File: src/rtl/mem_arbiter.sv
// mem_arbiter: shares one main-memory port between an I-cache and a D-cache.
//
// A D-side request wins over an I-side request when both are pending in IDLE.
// A D write-through takes one WRITE cycle. A block fill (I miss or D read
// miss) issues 8 consecutive word reads and forwards each returned word into
// the owning cache array. Every transaction ends with one DONE cycle that
// pulses the owner's done strobe.
//
// Ports:
//   clk, rst                     clock, asynchronous active-high reset
//   i_req, i_addr                I-cache miss request and byte address
//   d_req, d_write, d_addr,      D-cache request: write-through (d_write=1)
//   d_wdata                        or block fill (d_write=0)
//   mem_en, mem_wr, mem_addr,    main-memory request port
//   mem_wdata
//   mem_rdata, mem_rvalid        main-memory read return, in issue order
//   fill_we, fill_sel,           word write into the selected cache array
//   fill_word, fill_data           (fill_sel: 0 = I-cache, 1 = D-cache)
//   i_done, d_done               one-cycle completion pulses
//   busy                         high whenever the FSM is not idle
module mem_arbiter #(
  parameter int unsigned WORDS = 8
) (
  input  logic        clk,
  input  logic        rst,
  input  logic        i_req,
  input  logic [15:0] i_addr,
  input  logic        d_req,
  input  logic        d_write,
  input  logic [15:0] d_addr,
  input  logic [15:0] d_wdata,
  output logic        mem_en,
  output logic        mem_wr,
  output logic [15:0] mem_addr,
  output logic [15:0] mem_wdata,
  input  logic [15:0] mem_rdata,
  input  logic        mem_rvalid,
  output logic        fill_we,
  output logic        fill_sel,
  output logic [2:0]  fill_word,
  output logic [15:0] fill_data,
  output logic        i_done,
  output logic        d_done,
  output logic        busy
);

  // Counters run 0..WORDS, so they need one bit more than a word index.
  localparam int unsigned CntW = 4;
  localparam logic [CntW-1:0] NumWords = CntW'(WORDS);
  localparam logic [CntW-1:0] LastWord = CntW'(WORDS - 1);

  typedef enum logic [1:0] {
    StIdle,
    StWrite,
    StFill,
    StDone
  } state_e;

  state_e          state_q, state_d;
  logic            owner_q, owner_d;   // 0 = I-cache, 1 = D-cache
  logic            write_q, write_d;
  logic [15:0]     wdata_q, wdata_d;
  logic [15:0]     addr_q, addr_d;     // unmasked; block base is addr_q[15:4]
  logic [CntW-1:0] issue_q, issue_d;
  logic [CntW-1:0] recv_q, recv_d;

  always_ff @(posedge clk or posedge rst) begin
    if (rst) begin
      state_q <= StIdle;
      owner_q <= 1'b0;
      write_q <= 1'b0;
      wdata_q <= 16'h0000;
      addr_q  <= 16'h0000;
      issue_q <= '0;
      recv_q  <= '0;
    end else begin
      state_q <= state_d;
      owner_q <= owner_d;
      write_q <= write_d;
      wdata_q <= wdata_d;
      addr_q  <= addr_d;
      issue_q <= issue_d;
      recv_q  <= recv_d;
    end
  end

  always_comb begin
    state_d   = state_q;
    owner_d   = owner_q;
    write_d   = write_q;
    wdata_d   = wdata_q;
    addr_d    = addr_q;
    issue_d   = issue_q;
    recv_d    = recv_q;
    mem_en    = 1'b0;
    mem_wr    = 1'b0;
    mem_addr  = 16'h0000;
    mem_wdata = 16'h0000;
    fill_we   = 1'b0;
    fill_sel  = 1'b0;
    fill_word = 3'd0;
    fill_data = 16'h0000;
    i_done    = 1'b0;
    d_done    = 1'b0;

    unique case (state_q)
      StIdle: begin
        if (d_req) begin
          owner_d = 1'b1;
          write_d = d_write;
          wdata_d = d_wdata;
          addr_d  = d_addr;
          issue_d = '0;
          recv_d  = '0;
          state_d = d_write ? StWrite : StFill;
        end else if (i_req) begin
          owner_d = 1'b0;
          write_d = 1'b0;
          wdata_d = 16'h0000;
          addr_d  = i_addr;
          issue_d = '0;
          recv_d  = '0;
          state_d = StFill;
        end
      end

      StWrite: begin
        mem_en    = 1'b1;
        mem_wr    = 1'b1;
        mem_addr  = addr_q;
        mem_wdata = wdata_q;
        state_d   = StDone;
      end

      StFill: begin
        if (issue_q < NumWords) begin
          mem_en = 1'b1;
          // Word offset replaces the low nibble, so the address cannot carry
          // out of the block.
          mem_addr = {addr_q[15:4], issue_q[2:0], 1'b0};
          issue_d  = issue_q + 1'b1;
        end
        if (mem_rvalid && (recv_q < NumWords)) begin
          fill_we   = 1'b1;
          fill_sel  = owner_q;
          fill_word = recv_q[2:0];
          fill_data = mem_rdata;
          recv_d    = recv_q + 1'b1;
          if (recv_q == LastWord) begin
            state_d = StDone;
          end
        end
      end

      StDone: begin
        i_done  = ~owner_q;
        d_done  = owner_q;
        state_d = StIdle;
      end

      default: begin
        state_d = StIdle;
      end
    endcase
  end

  assign busy = (state_q != StIdle);

endmodule

File: config.mk
export PLATFORM = sky130hd
export DESIGN_NAME = mem_arbiter
export DESIGN_NICKNAME = d
export VERILOG_FILES = /design/src/rtl/mem_arbiter.sv
export SDC_FILE = /design/constraint.sdc
export NUM_CORES = 1
export LEC_CHECK = 0
export BUFFER_PORTS_ARGS = -buffer_cell sky130_fd_sc_hd__buf_2
export CAP_MARGIN = 20
export CORE_MARGIN = 2
export CORE_UTILIZATION = 25
export CTS_BUF_LIST = sky130_fd_sc_hd__clkbuf_16
export CTS_CLUSTER_SIZE = 14
export DETAILED_ROUTE_END_ITERATION = 16
export MAX_ROUTING_LAYER = met4
export PLACE_DENSITY = 0.54
export SETUP_SLACK_MARGIN = 0.1
export SKIP_CTS_REPAIR_TIMING = 1
export SLEW_MARGIN = 30
export SYNTH_ARGS = -nofsm -noshare
export SYNTH_HDL_FRONTEND = slang
export SYNTH_SLANG_ARGS = --single-unit
export TNS_END_PERCENT = 5
File: constraint.sdc
create_clock -name clk -period 2.5 [get_ports clk]
set_input_delay 0.25 -clock clk [delete_from_list [all_inputs] [get_ports clk]]
set_output_delay 0.25 -clock clk [all_outputs]
set_load 0.01 [all_outputs]
After elaboration in Yosys (flattened, before gate mapping)
Index checks and enable logic that the tools add are counted.
Word-level totals
  register bits: 43
  input port bits: 70
  output and inout port bits: 58
  word-level logic and storage cells: 62
Operators by class
  add/subtract/negate cells: 2
  $lt $le $gt $ge: 2
  equality and inequality tests: 8
  muxes and demuxes: 34
  bitwise gates (word level): 1
  reduce and logical (&&, ||, !) cells: 9
Operators by type and width (number)
  16-bit two-way mux: 8
  16-bit one-hot mux with 2 select lines: 1
  4-bit two-way mux: 4
  4-bit one-hot mux with 2 select lines: 2
  1-bit two-way mux: 10
  2-bit two-way mux: 5
  3-bit AND reduction: 3
  4-bit by 1-bit adder with 4-bit output (second input constant): 2
  4-bit less-than comparator (second input constant): 2
  2-bit one-hot mux with 4 select lines: 1
  3-bit two-way mux: 2
  2-bit inequality test (second input constant): 3
  2-bit nonzero test: 3
  2-bit == test (second input constant): 2
  4-bit by 3-bit == test with 1-bit output (second input constant): 1
  3-bit inequality test (second input constant): 1
  2-bit by 1-bit == test with 1-bit output (second input constant): 1
  2-bit logical NOT: 1
  1-bit one-hot mux with 2 select lines: 1
  2-bit AND reduction: 1
  1-bit logical AND: 1
  1-bit NOT: 1

Logic depth before layout (Yosys ltp)
  depth after elaboration: 4
  gate-level depth with buffers: 7
  depth with buffers taken out: 6

Worst setup path before layout
OpenSTA, ideal clock, no wires.
  path kind: reg-to-output
  from: register state_q[0]
  to: output mem_addr[10]
  arrival: 1539 ps
  required time: 2250 ps
  path slack: 711 ps
  stages on the path, launching flop included: 8
  path buffers: 1
  cells stage by stage: dfrtp_1 -> inv_1 -> ha_1 -> nor2b_1 -> nor2_1 -> nor2_1 -> clkbuf_1 -> and2_1
Between the ends
  cells in the longest elaborated chain, start to end: 2
  elaborated cells on any way between the ends: 3
  those cells by class: eq/ne: 2; mux: 1
RTL lines
  start, declared: RTL line 59  | state_e state_q, state_d;
  start signal, assigned: RTL line 69  | state_q <= StIdle;
  start signal, assigned: RTL line 77  | state_q <= state_d;
  2-bit == test / 2-bit by 1-bit == test with 1-bit output (equally long branches): RTL line 106  | unique case (state_q)
  16-bit one-hot mux with 2 select lines *: RTL line 106
  end, declared: RTL line 34  | output logic [15:0] mem_addr,
Mark *: on every way between the ends. The rest lies on a longest branch, timed or not.

Worst setup path in the final report
Ends and elaborated chain as after synthesis.

==> key figures <==
Run status
  • Status: finished clean

Clock tree
  • CTS max path bufs: 2
  • Clk sinks: 43
  • CTS H-Tree Depth: 2
  • Skew-Pair Late Insertion Delay: about 0.28 ns
  • CTS buffer count: 5
  • CTS clock-pin slew for the worst setup and hold paths: 0.06 ns
  • CTS tree: built
  • Clock tree root buffer cell: clkbuf_16

Route
  • DRT Wirelength: 6.53 mm
  • DRT Pass-1 Iters: 4
  • Routed WL per cell: 12.3 um
  • Post-DR vias/cell: approximately 4.3
  • Antenna Nets Post-Route: 0
  • Number of vias after detailed routing: between 2000 and 2500
  • Iteration-0 DRC Markers: 80
  • Detailed-route DRC error count: 0

Setup path
  • Critical Path RT: 2.25 ns
  • Internal reg-to-reg setup slack: 0.68 ns
  • Cells along the critical path: inv_1, ha_1, nor2b_1, nor2_1, nor2_1, buf_4, and2_1, buf_2
  • Most used cell, CP: nor2_1
  • CP max stage delay: between 0.4 and 0.5 ns
  • Slowest CP cell: dfrtp_1
  • Worst-case reg-to-reg path depth: 6
  • Reg2reg start: state_q[1]$_DFFE_PP0P_
  • CP bufs+invs: 3
  • Setup crit start kind: flop
  • Reg2reg end: recv_q[0]$_DFFE_PP0P_
  • WP data arrival: 1.88 ns
  • Kind of cell adding the most delay to the critical path: simple AND/OR/NAND/NOR gates
  • CP Max Fanout: 12
  • Setup CP Type: reg -> out
  • Crit path capture type: output port

GRT
  • Largest net degree at the start of global routing: 44
  • Global-route wire length before repair: 10.3 mm
  • All-Layer GR Usage: 0.129
  • Initial antenna violation count: 0
  • Number of global-route vias before repair: 2130
  • Grt total ovfl: 0

Cells and area
  • Most common cell after layout, fill and taps aside: buf_2
  • Area grow syn2layout: 40.3%
  • Fin nets: between 400 and 500
  • Share of layout cells above drive strength 1: 0.374
  • Diode count: 0
  • Finished Layout Cells: 530
  • Commonest non-fill, non-tap cells in the layout: buf_2 (127), nand2_1 (54), dfrtp_1 (43), and2_1 (30)

Yosys
  • Predominant post-synthesis flop cell: dfrtp_1
  • Seq/Total Area, Yosys: 0.445
  • Synth Cell Area: 2420 um2
  • Syn_nets: between 300 and 400
  • Syn. warnings: 0
  • Synthesized flop and latch total: 43
  • Synth Instances: ~280
  • EDFF count, synth: 0
  • Library cells used by synthesis: 33
  • Syn Area/Cell: 8.72 um2
  • Asr flop ratio synth: 1.00

Pwr
  • Sequential share of power: 0.331
  • NetSw: 0.00139 W
  • Power share of the combinational group: 0.466
  • VDD IR max: between 400 and 500 uV
  • Clock share of power: 0.202
  • Leak: 1.95 nW
  • Internal: 0.00220 W
  • Switching Share: 0.388
  • PwrDens: 1060 nW/um2

STA
  • Slew headroom: 0.633
  • F_max: about 470 MHz
  • Skew final: 0.00249 ns
  • Final TNS setup: 0 ns
  • RSZ-0062 raised after global routing: false
  • Slew @ Worst Pin: 0.548 ns
  • Post-layout min period: 2.13 ns
  • Final setup vio count: 0
  • Max-slew violation total from the final report: 0
  • Fin. Hold Viols: 0
  • Fin crit share: 0.851

Placed design
  • Port buffer count: 127
  • Hpwl dp: just under 5 mm
  • Final Wtd Congestion: 0.756
  • Placed Instances: between 500 and 600

Floorplanning
  • I/O Pins: 128
  • Chip Height: 102 um
  • Initial Util: 0.259
  • Die area: 10500 um2
  • Rows: 35
  • Chip Width: around 100 um
  • Core Footprint: 9330 um2

Run
  • Max-cap viol count: 0

Min path
  • Hold Crit Class: in -> async
[cell usage after synthesis, types with 2 or more instances]
cell type  number  area (um2)
nor2b_1         4        25.0
inv_1           8        30.0
o21ai_0        20         100
a31oi_1         2        12.5
a21oi_1         6        30.0
and3_1         20         125
and2_1         30         188
nand2_1        54         203
nand3_1        18        90.1
nor2_1          8        30.0
a22oi_1         3        22.5
a22o_1          3        26.3
clkbuf_1       16        60.1
ha_1            7        87.6
dfrtp_1        43        1080
nand4_1         2        12.5
mux2i_1        17         170
[cell families after synthesis]
family / after synthesis / synth area share
compound gates: 40 / 0.0984
simple gates: 141 / 0.295
buf+inv: 27 / 0.0440
fa+ha+maj: 7 / 0.0362
mux: 19 / 0.0813
flops: 43 / 0.445
[per-layer routing]
layer / GRT usage / up-vias / wire [um]
li1: - / 1180 / -
met1: 0.163 / 1036 / 3020
met2: 0.215 / 64 / 3170
met3: 0.0253 / 2 / 302
met4: 0.0308 / 0 / 34
met5: - / - / 0
[how the worst max path moves through the flow]
stage          depth (start not counted)           end              startpoint  slack, ns
5_1_grt                                8  mem_addr[10]  state_q[0]$_DFFE_PP0P_       0.18
6_report                               8  mem_addr[10]  state_q[0]$_DFFE_PP0P_       0.37
4_1_cts                                8  mem_addr[10]  state_q[0]$_DFFE_PP0P_       0.34
3_5_place_dp                           8  mem_addr[10]  state_q[0]$_DFFE_PP0P_       0.65
2_1_floorplan                          7  mem_addr[10]  state_q[0]$_DFFE_PP0P_       0.71
3_3_place_gp                           8   mem_addr[7]  state_q[0]$_DFFE_PP0P_       0.68
[sequential cells by signal, indices dropped and copies added, names as in the netlist]
name     count
addr_q      16
wdata_q     16
issue_q      4
recv_q       4
state_q      2
owner_q      1
[stage by stage]
stage / cell area, um2 / setup slack [ns] / power, W / hold WS, ns / utilization
6_report: 3390 / 0.374 / 0.00359 / 0.0276 / 0.363
5_1_grt: 3390 / 0.184 / 0.00395 / 0.0849 / 0.363
4_1_cts: 3390 / 0.344 / 0.00367 / 0.0571 / 0.363
3_5_place_dp: 3230 / 0.653 / 0.00292 / 0.360 / 0.346
3_3_place_gp: 3190 / 0.682 / 0.00285 / 0.442 / 0.342
2_1_floorplan: 2420 / 0.711 / 0.00228 / 0.398 / -
[power by group through the flow]
stage,registers (W),clock network (W),logic [W]
floorplan,0.00114,0,0.00114
CTS,0.00120,0.000755,0.00171
global placement,0.00120,0,0.00165
global route,0.00124,0.000789,0.00192
detailed placement,0.00121,0,0.00171
finish,0.00119,0.000726,0.00168
[area by class of cell]
cell class / count / area [um2]
tap: 129 / 161
sequential: 43 / 1080
clock inverter: 3 / 38.8
fill: 976 / 5940
inverter: 8 / 32.5
clock buffer: 5 / 125
multi-input combinational: 207 / 1240
timing repair buffer: 135 / 711
[worst register-to-register path: cells and delay by family (launching register included)]
family          cells  cell delay, ns
flops               1            0.41
compound gates      2            0.22
simple gates        1            0.44
mux                 1            0.30
fa+ha+maj           1            0.22
buf+inv             1            0.11
Note: power is estimated with default switching activity, not from simulation.
